## config.mk

```make
export PLATFORM = sky130hd
export DESIGN_NAME = fpu_div_mant_seq
export DESIGN_NICKNAME = d
export VERILOG_FILES = /design/src/rtl/fpu_div_pkg.sv /design/src/rtl/fpu_div_sub_cla.sv /design/src/rtl/fpu_div_mant_seq.sv
export SDC_FILE = /design/constraint.sdc
export NUM_CORES = 1
export LEC_CHECK = 0
export CAP_MARGIN = 20
export CORE_MARGIN = 4
export CORE_UTILIZATION = 49
export CTS_CLUSTER_SIZE = 10
export DETAILED_ROUTE_END_ITERATION = 8
export MAX_ROUTING_LAYER = met4
export PLACE_DENSITY = 0.73
export SLEW_MARGIN = 25
export SYNTH_ARGS = -nofsm -noshare
export SYNTH_HDL_FRONTEND = slang
export SYNTH_SLANG_ARGS = --single-unit
```

## constraint.sdc

```tcl
create_clock -name i_clk -period 2.8 [get_ports i_clk]
set_input_delay 0.56 -clock i_clk [delete_from_list [all_inputs] [get_ports i_clk]]
set_output_delay 0.56 -clock i_clk [all_outputs]
set_load 0.01 [all_outputs]
```

## src/rtl/fpu_div_pkg.sv

```systemverilog
// Shared definitions for the FPU divide mantissa datapath: state encoding and default widths.
package fpu_div_pkg;

    typedef enum logic [1:0] {DIV_IDLE, DIV_CALC, DIV_DONE} div_state_e;

    localparam int DIV_WIDTH = 24;
    localparam int DIV_QBITS = 26;

endpackage

```

## src/rtl/fpu_div_sub_cla.sv

```systemverilog
// Combinational W-bit subtractor a + ~b + 1 built from 4-bit carry-lookahead blocks with group P/G.
module fpu_div_sub_cla #(
    parameter int W = 25
) (
    input  logic [W-1:0] a,
    input  logic [W-1:0] b,
    output logic [W-1:0] diff,
    output logic         no_borrow
);

    localparam int NB = (W + 3) / 4;
    localparam int WP = NB * 4;

    logic [WP-1:0] ap;
    logic [WP-1:0] bn;
    logic [WP-1:0] p;
    logic [WP-1:0] g;
    logic [NB:0]   cg;

    always_comb begin
        logic [3:0] bp;
        logic [3:0] bg;
        logic [3:0] bc;
        logic       gp;
        logic       gg;
        // Padding bits propagate (p=1, g=0), so the top group carry equals the carry out of bit W-1.
        ap        = '0;
        bn        = '1;
        ap[W-1:0] = a;
        bn[W-1:0] = ~b;
        p         = ap ^ bn;
        g         = ap & bn;
        cg        = '0;
        cg[0]     = 1'b1;
        diff      = '0;
        for (int k = 0; k < NB; k++) begin
            bp    = p[4*k +: 4];
            bg    = g[4*k +: 4];
            bc[0] = cg[k];
            bc[1] = bg[0] | (bp[0] & cg[k]);
            bc[2] = bg[1] | (bp[1] & bg[0]) | (bp[1] & bp[0] & cg[k]);
            bc[3] = bg[2] | (bp[2] & bg[1]) | (bp[2] & bp[1] & bg[0])
                  | (bp[2] & bp[1] & bp[0] & cg[k]);
            gp    = &bp;
            gg    = bg[3] | (bp[3] & bg[2]) | (bp[3] & bp[2] & bg[1])
                  | (bp[3] & bp[2] & bp[1] & bg[0]);
            cg[k+1] = gg | (gp & cg[k]);
            for (int j = 0; j < 4; j++) begin
                if (4*k + j < W) begin
                    diff[4*k + j] = bp[j] ^ bc[j];
                end
            end
        end
        no_borrow = cg[NB];
    end

endmodule

```

## src/rtl/fpu_div_mant_seq.sv

```systemverilog
// Sequential radix-2 restoring mantissa divider: one quotient bit per cycle, start/valid handshake.
module fpu_div_mant_seq
    import fpu_div_pkg::*;
#(
    parameter int WIDTH = DIV_WIDTH,
    parameter int QBITS = WIDTH + 2
) (
    input  logic             i_clk,
    input  logic             i_rst,
    input  logic             i_start,
    input  logic [WIDTH-1:0] i_data_a,
    input  logic [WIDTH-1:0] i_data_b,
    output logic             o_ready,
    output logic             o_valid,
    output logic [QBITS-1:0] o_quot,
    output logic             o_sticky,
    output logic             o_dbz
);

    localparam int CW = $clog2(QBITS + 1);

    div_state_e       state;
    div_state_e       next_state;
    logic [CW-1:0]    cnt;
    logic [WIDTH:0]   rem;
    logic [WIDTH-1:0] divisor;
    logic [QBITS-1:0] q_acc;
    logic             a_nz;

    logic             accept;
    logic             last;
    logic [WIDTH:0]   diff;
    logic             no_borrow;
    logic [WIDTH:0]   rem_n;
    logic [QBITS-1:0] q_next;

    fpu_div_sub_cla #(.W(WIDTH + 1)) u_sub (
        .a         (rem),
        .b         ({1'b0, divisor}),
        .diff      (diff),
        .no_borrow (no_borrow)
    );

    assign rem_n  = no_borrow ? diff : rem;
    assign q_next = {q_acc[QBITS-2:0], no_borrow};

    always_ff @(posedge i_clk) begin
        if (i_rst) begin
            state <= DIV_IDLE;
        end else begin
            state <= next_state;
        end
    end

    always_comb begin
        next_state = state;
        o_ready    = 1'b1;
        accept     = 1'b0;
        last       = 1'b0;
        case (state)
            DIV_IDLE: begin
                if (i_start) begin
                    accept     = 1'b1;
                    next_state = DIV_CALC;
                end
            end
            DIV_CALC: begin
                o_ready = 1'b0;
                if (cnt == CW'(QBITS - 1)) begin
                    last       = 1'b1;
                    next_state = DIV_DONE;
                end
            end
            DIV_DONE: begin
                if (i_start) begin
                    accept     = 1'b1;
                    next_state = DIV_CALC;
                end else begin
                    next_state = DIV_IDLE;
                end
            end
            default: next_state = DIV_IDLE;
        endcase
    end

    always_ff @(posedge i_clk) begin
        if (i_rst) begin
            cnt      <= '0;
            o_valid  <= 1'b0;
            o_quot   <= '0;
            o_sticky <= 1'b0;
            o_dbz    <= 1'b0;
        end else begin
            o_valid <= last;
            if (accept) begin
                cnt      <= '0;
                o_dbz    <= (i_data_b == '0);
                o_sticky <= 1'b0;
            end else if (state == DIV_CALC) begin
                cnt <= cnt + 1'b1;
            end
            // With a zero divisor the remainder shifts out of range, so sticky comes from the dividend.
            if (last) begin
                o_quot   <= q_next;
                o_sticky <= o_dbz ? a_nz : |rem_n;
            end
        end
    end

    always_ff @(posedge i_clk) begin
        if (accept) begin
            rem     <= {1'b0, i_data_a};
            divisor <= i_data_b;
            q_acc   <= '0;
            a_nz    <= |i_data_a;
        end else if (state == DIV_CALC) begin
            rem     <= {rem_n[WIDTH-1:0], 1'b0};
            q_acc   <= q_next;
        end
    end

endmodule

```

==> results_tabular.tex <==
\begin{tabular}{lr}
\hline
Metric & Value \\
\hline
\multicolumn{2}{l}{\textbf{Clock network}} \\
\quad Insertion delay to the later sink of the worst-skew pair & 0.40 ns \\
\quad Htree depth & 3 \\
\quad Clock tree from TritonCTS & built \\
\quad Clock tree root driver cell & clkbuf\_8 \\
\quad Number of clock sinks & 111 \\
\quad CTS max path bufs & 2 \\
\quad Cts hold-fix bufs & 0 \\
\quad Clock slew at the register clock pins of the worst setup and hold paths & 0.12 ns \\
\quad Number of buffers inserted during clock tree synthesis & 9 \\
\multicolumn{2}{l}{\textbf{Floorplanning}} \\
\quad Starting density of the core & 50.3\% \\
\quad Cell Rows & 38 \\
\quad Placeable core area & 10,900 um2 \\
\quad Vertical die dimension & 114 um \\
\quad Top-level port count & 81 \\
\quad Die footprint & 12,900 um2 \\
\quad Horizontal extent of the die & 114 um \\
\multicolumn{2}{l}{\textbf{Outcome}} \\
\quad Violated checks & negative setup slack \\
\quad Run status & finished with violations \\
\multicolumn{2}{l}{\textbf{Critical path}} \\
\quad Data arrival time of the worst path & 3.40 ns \\
\quad CP max stage cell & edfxtp\_1 \\
\quad Beginning of the critical path & rem[1] \\
\quad Endpoint class of the critical path & flip-flop \\
\quad FF-to-FF path depth & 14 \\
\quad Worst R2R End & o\_sticky \\
\quad Beginning of the worst register-to-register path & rem[1] \\
\quad Cells along the critical path & ha\_4 -> or3\_4 -> o221ai\_4 -> nor2\_4 -> o21bai\_1 -> nand2\_1 -> a21o\_1 -> a21oi\_2 -> fa\_2 -> xor2\_2 -> and3\_4 -> mux2i\_1 -> o21ai\_1 -> a31oi\_1 \\
\quad Worst Path Max Fanout & 3 \\
\quad Critical Path RT & 3.09 ns \\
\quad CP startpoint kind & flip-flop \\
\quad Largest incremental delay on the critical path & 0.49 ns \\
\quad Worst setup path class & flip-flop to flip-flop \\
\quad Reg2reg setup slack & -0.31 ns \\
\multicolumn{2}{l}{\textbf{Cells and area}} \\
\quad \# nets final & 816 \\
\quad Diodes inserted & 0 \\
\quad Number of fill cells in the layout & 812 \\
\quad Area growth from synthesis to final layout & 43.5\% \\
\quad Cell area after layout & 7850 um2 \\
\quad Ratio of cells with drive above 1 in the final layout & 26.8\% \\
\multicolumn{2}{l}{\textbf{Timing}} \\
\quad Peak clock frequency supported by timing & 0.322 GHz \\
\quad Transition time of the tightest slew-check pin & 0.525 ns \\
\quad Setup TNS & -2.63 ns \\
\quad Period utilisation layout & 111\% \\
\quad Max Transition Viols Final & 0 \\
\quad Setup Skew & 0.0130 ns \\
\quad Endpoints failing setup & 22 \\
\quad Final Hold Violating Endpoints & 0 \\
\quad Final Critical Period & 3.11 ns \\
\quad Worst slew margin relative to its limit & 65.0\% \\
\quad Slack of the critical path & -0.306 ns \\
\quad Worst hold margin & 0.463 ns \\
\quad Unrepaired setup endpoints after global routing & yes \\
\multicolumn{2}{l}{\textbf{Detailed routing}} \\
\quad Detailed-route wire length per cell & 18.2 um \\
\quad Final Routed Wirelength & 16.0 mm \\
\quad Detailed Route Iter0 Violations & 364 \\
\quad Vias per std cell & 5.62 \\
\quad Via count & 4,938 \\
\quad Remaining routing DRC violations & 0 \\
\quad 1st-pass router iterations & 5 \\
\quad Antenna-violating nets left & 0 \\
\multicolumn{2}{l}{\textbf{Logic synthesis}} \\
\quad Most common flop cell mapped by yosys & dfxtp\_1 \\
\quad Main area contributors after synthesis & edfxtp\_1 27\%, dfxtp\_1 23\%, ha\_1 6.2\% \\
\quad Cell with the most instances after synthesis & nand2\_1 \\
\quad Syn Inst Count & 567 \\
\quad Cell area after synthesis & 5470 um2 \\
\quad Post-synthesis average cell area & 9.65 um2 \\
\quad Count of flip-flops with a built-in enable after synthesis & 49 \\
\quad Top cells by count, synth & 86 x nand2\_1, 62 x dfxtp\_1, 52 x nor2\_1 \\
\quad Number of nets in the synthesized netlist & 650 \\
\quad Proportion of netlist area held by the largest area contributor & 26.9\% \\
\quad Synth async-reset ratio & 0\% \\
\quad Count of state elements after synthesis & 111 \\
\quad Number of synthesis warnings & 0 \\
\quad Largest area contributor in the netlist & edfxtp\_1 \\
\quad Library cells used by synthesis & 58 \\
\quad Sequential element share of the synthesized area & 49.6\% \\
\multicolumn{2}{l}{\textbf{Placement}} \\
\quad Last weighted congestion value of the routability-driven placer & 0.941 \\
\quad Half-perimeter wire length after placement & 11.0 mm \\
\quad Input/output buffers & 80 \\
\quad Cell area after placement & 7000 um2 \\
\multicolumn{2}{l}{\textbf{Global route}} \\
\quad Maximum number of pins on one net before global-route repair & 34 \\
\quad Number of antenna violations at the first check in global routing & 0 \\
\quad Number of global-route vias before repair & 4,873 \\
\quad Leftover overflow at the end of global routing & 0 \\
\quad First-pass GRT wire length & 23.9 mm \\
\quad Global Route Usage Sum & 24.4\% \\
\multicolumn{2}{l}{\textbf{Power}} \\
\quad Pwr dens & 874 nW/um2 \\
\quad Static leakage power & 3.07 nW \\
\quad VDD IR-drop max & 0.558 mV \\
\multicolumn{2}{l}{\textbf{Job}} \\
\quad Reported max-cap violation count & 0 \\
\multicolumn{2}{l}{\textbf{Worst hold path}} \\
\quad End point of the most critical hold path & o\_quot[4] \\
\quad WHS Path Cells & 2 \\
\quad Class of the worst hold path & flip-flop to flip-flop \\
\quad Worst hold start & o\_quot[4] \\
\hline
\end{tabular}
## per-layer routing
metal | share of wire (%) | vias to the layer above | global-route usage (%) | wire [um]
li1 | - | 2351 | - | -
met1 | 42 | 2367 | 29.2 | 6680
met2 | 49 | 179 | 40.7 | 7770
met3 | 7.2 | 41 | 7.16 | 1150
met4 | 2.2 | 0 | 5.93 | 355
met5 | 0 | - | - | 0
## cells by family (layout without fill, tap and decap cells)
| family | Yosys count | in the layout | synth area share [%] |
|---|---|---|---|
| muxes | 6 | 6 | 1.12 |
| AOI/OAI and AO/OA | 136 | 136 | 16.9 |
| buffers and inverters | 63 | 234 | 4.48 |
| and+or+nand+nor | 197 | 197 | 16.4 |
| DFF | 111 | 111 | 49.6 |
| xor gates and xnor gates | 22 | 22 | 3.52 |
| adders and majority gates | 32 | 32 | 8.00 |
## through the flow
step           util, %  instances  setup WS (ns)  power [mW]
2_1_floorplan        -        567       -0.00142        3.64
3_3_place_gp      64.3        835         -0.262        4.62
3_5_place_dp      64.3        835         -0.370        4.71
4_1_cts           68.5        861         -0.256        6.12
5_1_grt           72.1        878         -0.463        7.22
6_report          72.1        878         -0.306        6.86
## worst max-delay path by stage
stage               end  depth (start not counted)
3_5_place_dp   o_sticky                         14
4_1_cts        o_sticky                         13
2_1_floorplan  o_sticky                         13
6_report       o_sticky                         14
5_1_grt        o_sticky                         15
3_3_place_gp   o_sticky                         14
## registers in the layout, indices dropped and copies added (netlist names), 2 cells and up
signal,count
o_quot,26
q_acc,25
rem,25
divisor,24
cnt,5
state,2
## cell type report
| type | instances | area, um2 | area share, % |
|---|---|---|---|
| Clock buffer | 9 | 124 | 1.58 |
| Clock inverter | 7 | 105 | 1.34 |
| Inverter | 38 | 143 | 1.82 |
| Multi-Input combinational cell | 393 | 2960 | 37.7 |
| Sequential cell | 111 | 2710 | 34.5 |
| Tap cell | 140 | 175 | 2.23 |
| Timing Repair Buffer | 180 | 1630 | 20.8 |
## power breakdown
part,switching [mW],internal [mW]
clock network,0.618,0.442
registers,0.156,1.93
logic,1.85,1.86
total,2.63,4.24
## layout by cell type (no fill, tap or decap), drive strengths merged, types with 7 or more instances in the layout
master         instances
nand2                 86
buf                  100
inv                   38
a211oi                 9
clkdlybuf4s50         80
o21ai                 19
xor2                  16
a22o                  25
nor4                  16
clkbuf                 9
ha                    27
a31oi                  8
a21oi                 48
nor3                  10
nor2                  53
dfxtp                 62
edfxtp                49
a21o                   8
nand4                  7
## timing repair
action	in CTS	in global routing
endpoints found under the hold margin	0	0
endpoints found under the setup margin	21	24
setup buffers	9	18
pin swaps	19	42
gates cloned	1	0
resized for setup	27	74
## worst max-delay path: cells and delay by family, from the launching register on
family,cells,cell delay (ns)
AOI/OAI and AO/OA,6,1.06
xor gates and xnor gates,1,0.17
adders and majority gates,2,0.45
DFF,1,0.49
muxes,1,0.06
and+or+nand+nor,4,0.76
Note: power is estimated with default switching activity, not from simulation.
==> patch 1 (config.mk and constraints unchanged) <==
`DIV_WIDTH`: 24 -> 48.
--- a/src/rtl/fpu_div_pkg.sv
+++ b/src/rtl/fpu_div_pkg.sv
@@ -3,7 +3,7 @@
 
     typedef enum logic [1:0] {DIV_IDLE, DIV_CALC, DIV_DONE} div_state_e;
 
-    localparam int DIV_WIDTH = 24;
+    localparam int DIV_WIDTH = 48;
     localparam int DIV_QBITS = 26;
 
 endpackage
Ports: changed (resized i_data_a, i_data_b and o_quot); port bits go from 81 to 153. No check against the original RTL was run, so the function may have changed too.
==> patch 1 against the unedited design <==
- the run still ends with negative setup slack left
- area after synthesis rose by 96%
- power rose by 130%
- sequential cell count rose by 97
- hold slack got worse by 0.011 ns
- combinational power rose by 140%
- clock power rose to 2.7 times the old value
- setup slack got worse by 1.4 ns
- routed wire length rose by 130%
- final area rose by 110%
- sequential share of layout area fell by 3.1 points
- critical path type unchanged
- critical endpoint unchanged
==> patch 1: results (changes against the unedited design) <==
stage,metric,value,unit,change
routing,Iteration-0 DRC Markers,999,,was 364
outcome,status,"complete, but fails checks",,unchanged
power_and_ir_drop,sw frac,37.0,%,was 38.3%
routing,via density per instance,5.85,,was 5.62
cts,Max Buffers Root-to-Sink,3,,was 2
grt,largest net degree at the start of global routing,76,,was 34
hold_path,Hold Path End,o_quot[12],,was o_quot[4]
cts,number of buffers created by CTS,25,,was 9
synthesis,Synth Net Count,1293,,was 650
grt,global-route usage over all layers,30.2,%,was 24.4%
grt,vias in the first global route,10600,,"was 4,873"
setup_path,worst r2r path cells,20,,was 14
place,I/O Buffers,152,,was 80
place,placed insts,1731,,was 835
sta,Final WS setup,-1.73,ns,was -0.306 ns
outcome,violated checks,negative setup slack,,unchanged
cts,Clock Tree Root,clkbuf_16,,was clkbuf_8
hold_path,Worst Hold Launch,o_quot[12],,was o_quot[4]
synthesis,"top cells by area, synth","edfxtp_1 27%, dfxtp_1 21%, nand2_1 6.6%",,"was edfxtp_1 27%, dfxtp_1 23%, ha_1 6.2%"
grt,first-pass GRT wire length,56800,µm,"was 23,900 µm"
place,GPL Wtd Cong,0.999,,was 0.941
synthesis,number of synthesized flops with an enable pin,97,,was 49
cts,htree depth,1,,was 3
sta,Max transition margin,28.8,%,was 65.0%
power_and_ir_drop,Pleak,0.00653,µW,was 0.00307 µW
sta,final clock skew,0.0270,ns,was 0.0130 ns
layout,Finished Layout Cells,1828,,was 878
grt,initial antenna violation count,1,,was 0
power_and_ir_drop,Pwr Density,964,nW/µm²,was 874 nW/µm²
setup_path,CP peak stage delay,0.45,ns,was 0.49 ns
place,hpwl dp,25600,µm,"was 11,000 µm"
power_and_ir_drop,peak supply drop,0.000556,V,was 0.000558 V
routing,Avg WL per Cell,20.3,µm,was 18.2 µm
synthesis,sequential fraction of the synthesis area,47.9,%,was 49.6%
layout,fill count,1415,,was 812
synthesis,Netlist cell types,80,,was 58
synthesis,Synth Instances,1132,,was 567
layout,layout cells sized above 1,28.8,%,was 26.8%
cts,Clock Latency Late Sink,0.54,ns,was 0.40 ns
setup_path,WP data arrival,4.93,ns,was 3.40 ns
synthesis,Post-synth top cells,"189 x nand2_1, 111 x dfxtp_1, 97 x edfxtp_1",,"was 86 x nand2_1, 62 x dfxtp_1, 52 x nor2_1"
layout,top flop regs,"o_quot x50, q_acc x49, rem x49",,"was o_quot x26, q_acc x25, rem x25"
sta,count of final setup violators,51,,was 22
setup_path,FF-to-FF Start,rem[3],,was rem[1]
patch 1: how the worst max path moves through the flow:
| stage | startpoint | end | cells after the start |
|---|---|---|---|
| after global routing | rem[3] | o_sticky | 20 |
| after floorplan | rem[24] | o_sticky | 19 |
| final | rem[3] | o_sticky | 20 |
| after detailed placement | rem[3] | o_sticky | 19 |
| after CTS | rem[3] | o_sticky | 20 |
| after global placement | rem[3] | o_sticky | 20 |
patch 1: timing repair:
item / CTS / global route
pin swaps: 48 / 31
gates resized for setup: 111 / 46
setup endpoints to repair: 52 / 52
cloned: 6 / 2
buffers inserted: 38 / 12
patch 1: layout make-up:
class | count | area [µm²] | share of cell area (%)
multi-input combinational | 802 | 5880 | 36.0
timing repair buffer | 431 | 3980 | 24.4
sequential | 208 | 5130 | 31.5
tap | 275 | 344 | 2.11
inverter | 71 | 267 | 1.63
clock buffer | 37 | 681 | 4.17
clock inverter | 3 | 30.0 | 0.184
antenna | 1 | 2.50 | 0.0153
patch 1: kinds of logic (layout without fill, tap and decap cells):
| kind of cell | after synthesis | count (layout) | synth area share (%) |
|---|---|---|---|
| other | 0 | 1 | 0 |
| AO/OA/AOI/OAI | 270 | 270 | 17.5 |
| adder cells (fa/ha/maj) | 62 | 62 | 8.01 |
| flip-flops | 208 | 208 | 47.9 |
| AND/OR/NAND/NOR | 434 | 434 | 19.2 |
| multiplexers | 3 | 3 | 0.304 |
| buffers and inverters | 122 | 542 | 4.32 |
| XOR/XNOR | 33 | 33 | 2.70 |
patch 1: per-layer routing:
metal  global-route usage (%)  wire (µm)
met1                     39.7      15200
met2                     48.3      17200
met3                     4.63       3210
met4                     9.71       1590
met5                        -          0
patch 1: power by group through the flow:
| stage | logic (µW) | clock network [µW] | registers (µW) |
|---|---|---|---|
| 3_3_place_gp | 6430 | 0 | 3940 |
| 3_5_place_dp | 6500 | 0 | 3960 |
| 6_report | 8910 | 2890 | 3920 |
| 5_1_grt | 9370 | 3070 | 3950 |
| 2_1_floorplan | 3450 | 0 | 3950 |
| 4_1_cts | 8060 | 2950 | 3910 |
patch 1: tightest hold or removal path, stage by stage, from the launching register on:
cell     delay, ns
dfxtp_1       0.30
nand2_1       0.05
a21oi_1       0.05
patch 1: metrics by stage:
stage               setup TNS (ns)  cell area [µm²]  hold WS [ns]  total power, µW  utilization, %
floorplan                    -3.65            10900         0.432             7400               -
global placement            -15.97            14300         0.445            10400            67.2
detailed placement          -18.13            14300         0.449            10500            67.2
CTS                         -21.37            16000         0.455            14900            75.1
global route                -31.15            16300         0.473            16400            76.7
finish                      -26.57            16300         0.452            15700            76.7
==> patch 2 (same settings) <==
Without the edit above. Encoding of `div_state_e`: now one-hot (3 bits for 3 states).
--- a/src/rtl/fpu_div_pkg.sv
+++ b/src/rtl/fpu_div_pkg.sv
@@ -1,7 +1,7 @@
 // Shared definitions for the FPU divide mantissa datapath: state encoding and default widths.
 package fpu_div_pkg;
 
-    typedef enum logic [1:0] {DIV_IDLE, DIV_CALC, DIV_DONE} div_state_e;
+    typedef enum logic [2:0] {DIV_IDLE = 3'b001, DIV_CALC = 3'b010, DIV_DONE = 3'b100} div_state_e;
 
     localparam int DIV_WIDTH = 24;
     localparam int DIV_QBITS = 26;
Function: no difference found for any inputs over 10 cycles, from zero or initial values and one cycle with i_rst high; not proved beyond that.
==> patch 2 against the unedited design <==
- setup slack lost 0.17 ns
- non-clock buffer count shrank 21
- area after synthesis grew 1.1%
- final area shrank 3.5%
- routed wire length shrank 1.4%
- the run still ends with negative setup slack left
- highest routed layer unchanged
- sequential cell count grew 1
Power is not compared: it rests on default switching activity, and its combinational part moved more than twofold at a synthesized area within 25%.
==> patch 2: results (changes against the unedited design) <==
stage,metric,value,unit,change
layout,register with the most flip-flops,o_quot,,unchanged
power_and_ir_drop,peak supply drop,0.000315,V,
power_and_ir_drop,flip-flop and latch power,1910,µW,
cts,Max Buffers Root-to-Sink,2,,unchanged
synthesis,Post-synth ARST share,0,%,unchanged
power_and_ir_drop,Pleak,0.00300,µW,
setup_path,crit-path max FO,3,,unchanged
synthesis,Netlist cell types,54,,was 58
routing,Avg WL per Cell,17.6,µm,was 18.2 µm
place,GPL Wtd Cong,0.892,,was 0.941
layout,fill count,884,,was 812
hold_path,Worst Hold Launch,o_quot[5],,was o_quot[4]
cts,htree depth,3,,unchanged
synthesis,number of synthesized flops with an enable pin,49,,unchanged
cts,Post-CTS Resized,8,,was 27
sta,Max transition margin,53.1,%,was 65.0%
grt,first-pass GRT wire length,24100,µm,"was 23,900 µm"
outcome,violated checks,negative setup slack,,unchanged
power_and_ir_drop,Comb pwr share,36.1,%,
outcome,status,"complete, but fails checks",,unchanged
cts,postcts setup bufs,3,,was 9
cts,CTS sink cnt,112,,was 111
setup_path,startpoint types,flop,,unchanged
cts,Clock Latency Late Sink,0.36,ns,was 0.40 ns
synthesis,Ys Warns,0,,unchanged
setup_path,slowest CP cell,fa_1,,was edfxtp_1
routing,Initial DRT Pass Iterations,5,,unchanged
layout,number of inserted diodes,0,,unchanged
cts,Clock Tree Root,clkbuf_16,,was clkbuf_8
sta,final clock skew,0.00968,ns,was 0.0130 ns
synthesis,Post-synth top cells,"142 x nand2_1, 63 x dfxtp_1, 50 x a21oi_1",,"was 86 x nand2_1, 62 x dfxtp_1, 52 x nor2_1"
place,I/O Buffers,80,,unchanged
power_and_ir_drop,total power,5060,µW,
grt,vias in the first global route,4893,,"was 4,873"
power_and_ir_drop,Switch Pwr,1640,µW,
place,hpwl dp,10900,µm,"was 11,000 µm"
sta,Final WS setup,-0.472,ns,was -0.306 ns
sta,count of final setup violators,8,,was 22
setup_path,CP peak stage delay,0.49,ns,about the same
grt,global-route usage over all layers,23.9,%,was 24.4%
grt,initial antenna violation count,0,,unchanged
synthesis,Synth Net Count,691,,was 650
cts,number of buffers created by CTS,9,,unchanged
layout,layout cells sized above 1,18.6,%,was 26.8%
setup_path,CP top delay family,compound AO/OA/AOI/OAI gates,,unchanged
routing,Iteration-0 DRC Markers,324,,was 364
hold_path,min-delay worst type,reg2reg,,unchanged
routing,DR vias,4954,,"was 4,938"
synthesis,sequential fraction of the synthesis area,49.4,%,was 49.6%
layout,top flop regs,"o_quot x26, q_acc x25, rem x25",,unchanged
synthesis,"top cells by area, synth","edfxtp_1 27%, dfxtp_1 23%, nand2_1 9.6%",,"was edfxtp_1 27%, dfxtp_1 23%, ha_1 6.2%"
grt,largest net degree at the start of global routing,67,,was 34
synthesis,main flop type after synthesis,dfxtp_1,,unchanged
setup_path,FF-to-FF Start,rem[0],,was rem[1]
cts,Worst-path clk slew,0.08,ns,was 0.12 ns
layout,post-layout net count,830,,was 816
-- patch 2: cell count changes in the layout (fill, tap and decap cells not counted), sizes merged, moves of 5 or more --
| cell | unedited run | this run |
|---|---|---|
| nand2 | 86 | 142 |
| a22o | 25 | 1 |
| nand3 | 4 | 27 |
| buf | 100 | 78 |
| nor2 | 53 | 40 |
| xnor2 | 6 | 14 |
| xor2 | 16 | 9 |
| a211oi | 9 | 3 |
| a21o | 8 | 3 |
-- patch 2: cells by family (layout without fill, tap and decap cells) --
family	Yosys count	after routing	share of synthesized area, %
compound gates	113	113	12.7
xor+xnor	23	23	3.64
fa+ha+maj	32	32	7.92
buf+inv	65	209	4.77
flops	112	112	49.4
mux	4	4	0.724
simple gates	259	259	20.8
-- patch 2: through the flow --
step / TNS (ns) / cells / cell area (µm²) / setup WS (ns)
finish: -0.943 / 892 / 7580 / -0.472
global route: -1.97 / 892 / 7580 / -0.618
CTS: -0.431 / 884 / 7310 / -0.431
detailed placement: -0.522 / 865 / 6930 / -0.470
global placement: -0.362 / 865 / 6930 / -0.337
floorplan: -0.375 / 608 / 5570 / -0.375
-- patch 2: final cells by class --
class | count | area (µm²) | area share (%)
tap | 140 | 175 | 2.31
inverter | 34 | 128 | 1.68
multi-input combinational | 431 | 2790 | 36.8
clock buffer | 10 | 250 | 3.30
sequential | 112 | 2730 | 36.0
timing repair buffer | 159 | 1450 | 19.1
clock inverter | 6 | 56.3 | 0.743
-- patch 2: final timing paths --
kind               end  slack, ns  cells after the start
max reg2reg   o_sticky      -0.47                     15
min          o_quot[5]       0.46                      2
min reg2reg  o_quot[5]       0.46                      2
max           o_sticky      -0.47                     15
-- patch 2: metal layers --
layer,global-route usage (%),part of all wire [%]
met4,6.73,2.1
met2,38.6,49
met3,4.55,6.2
met5,-,0
met1,31.0,43
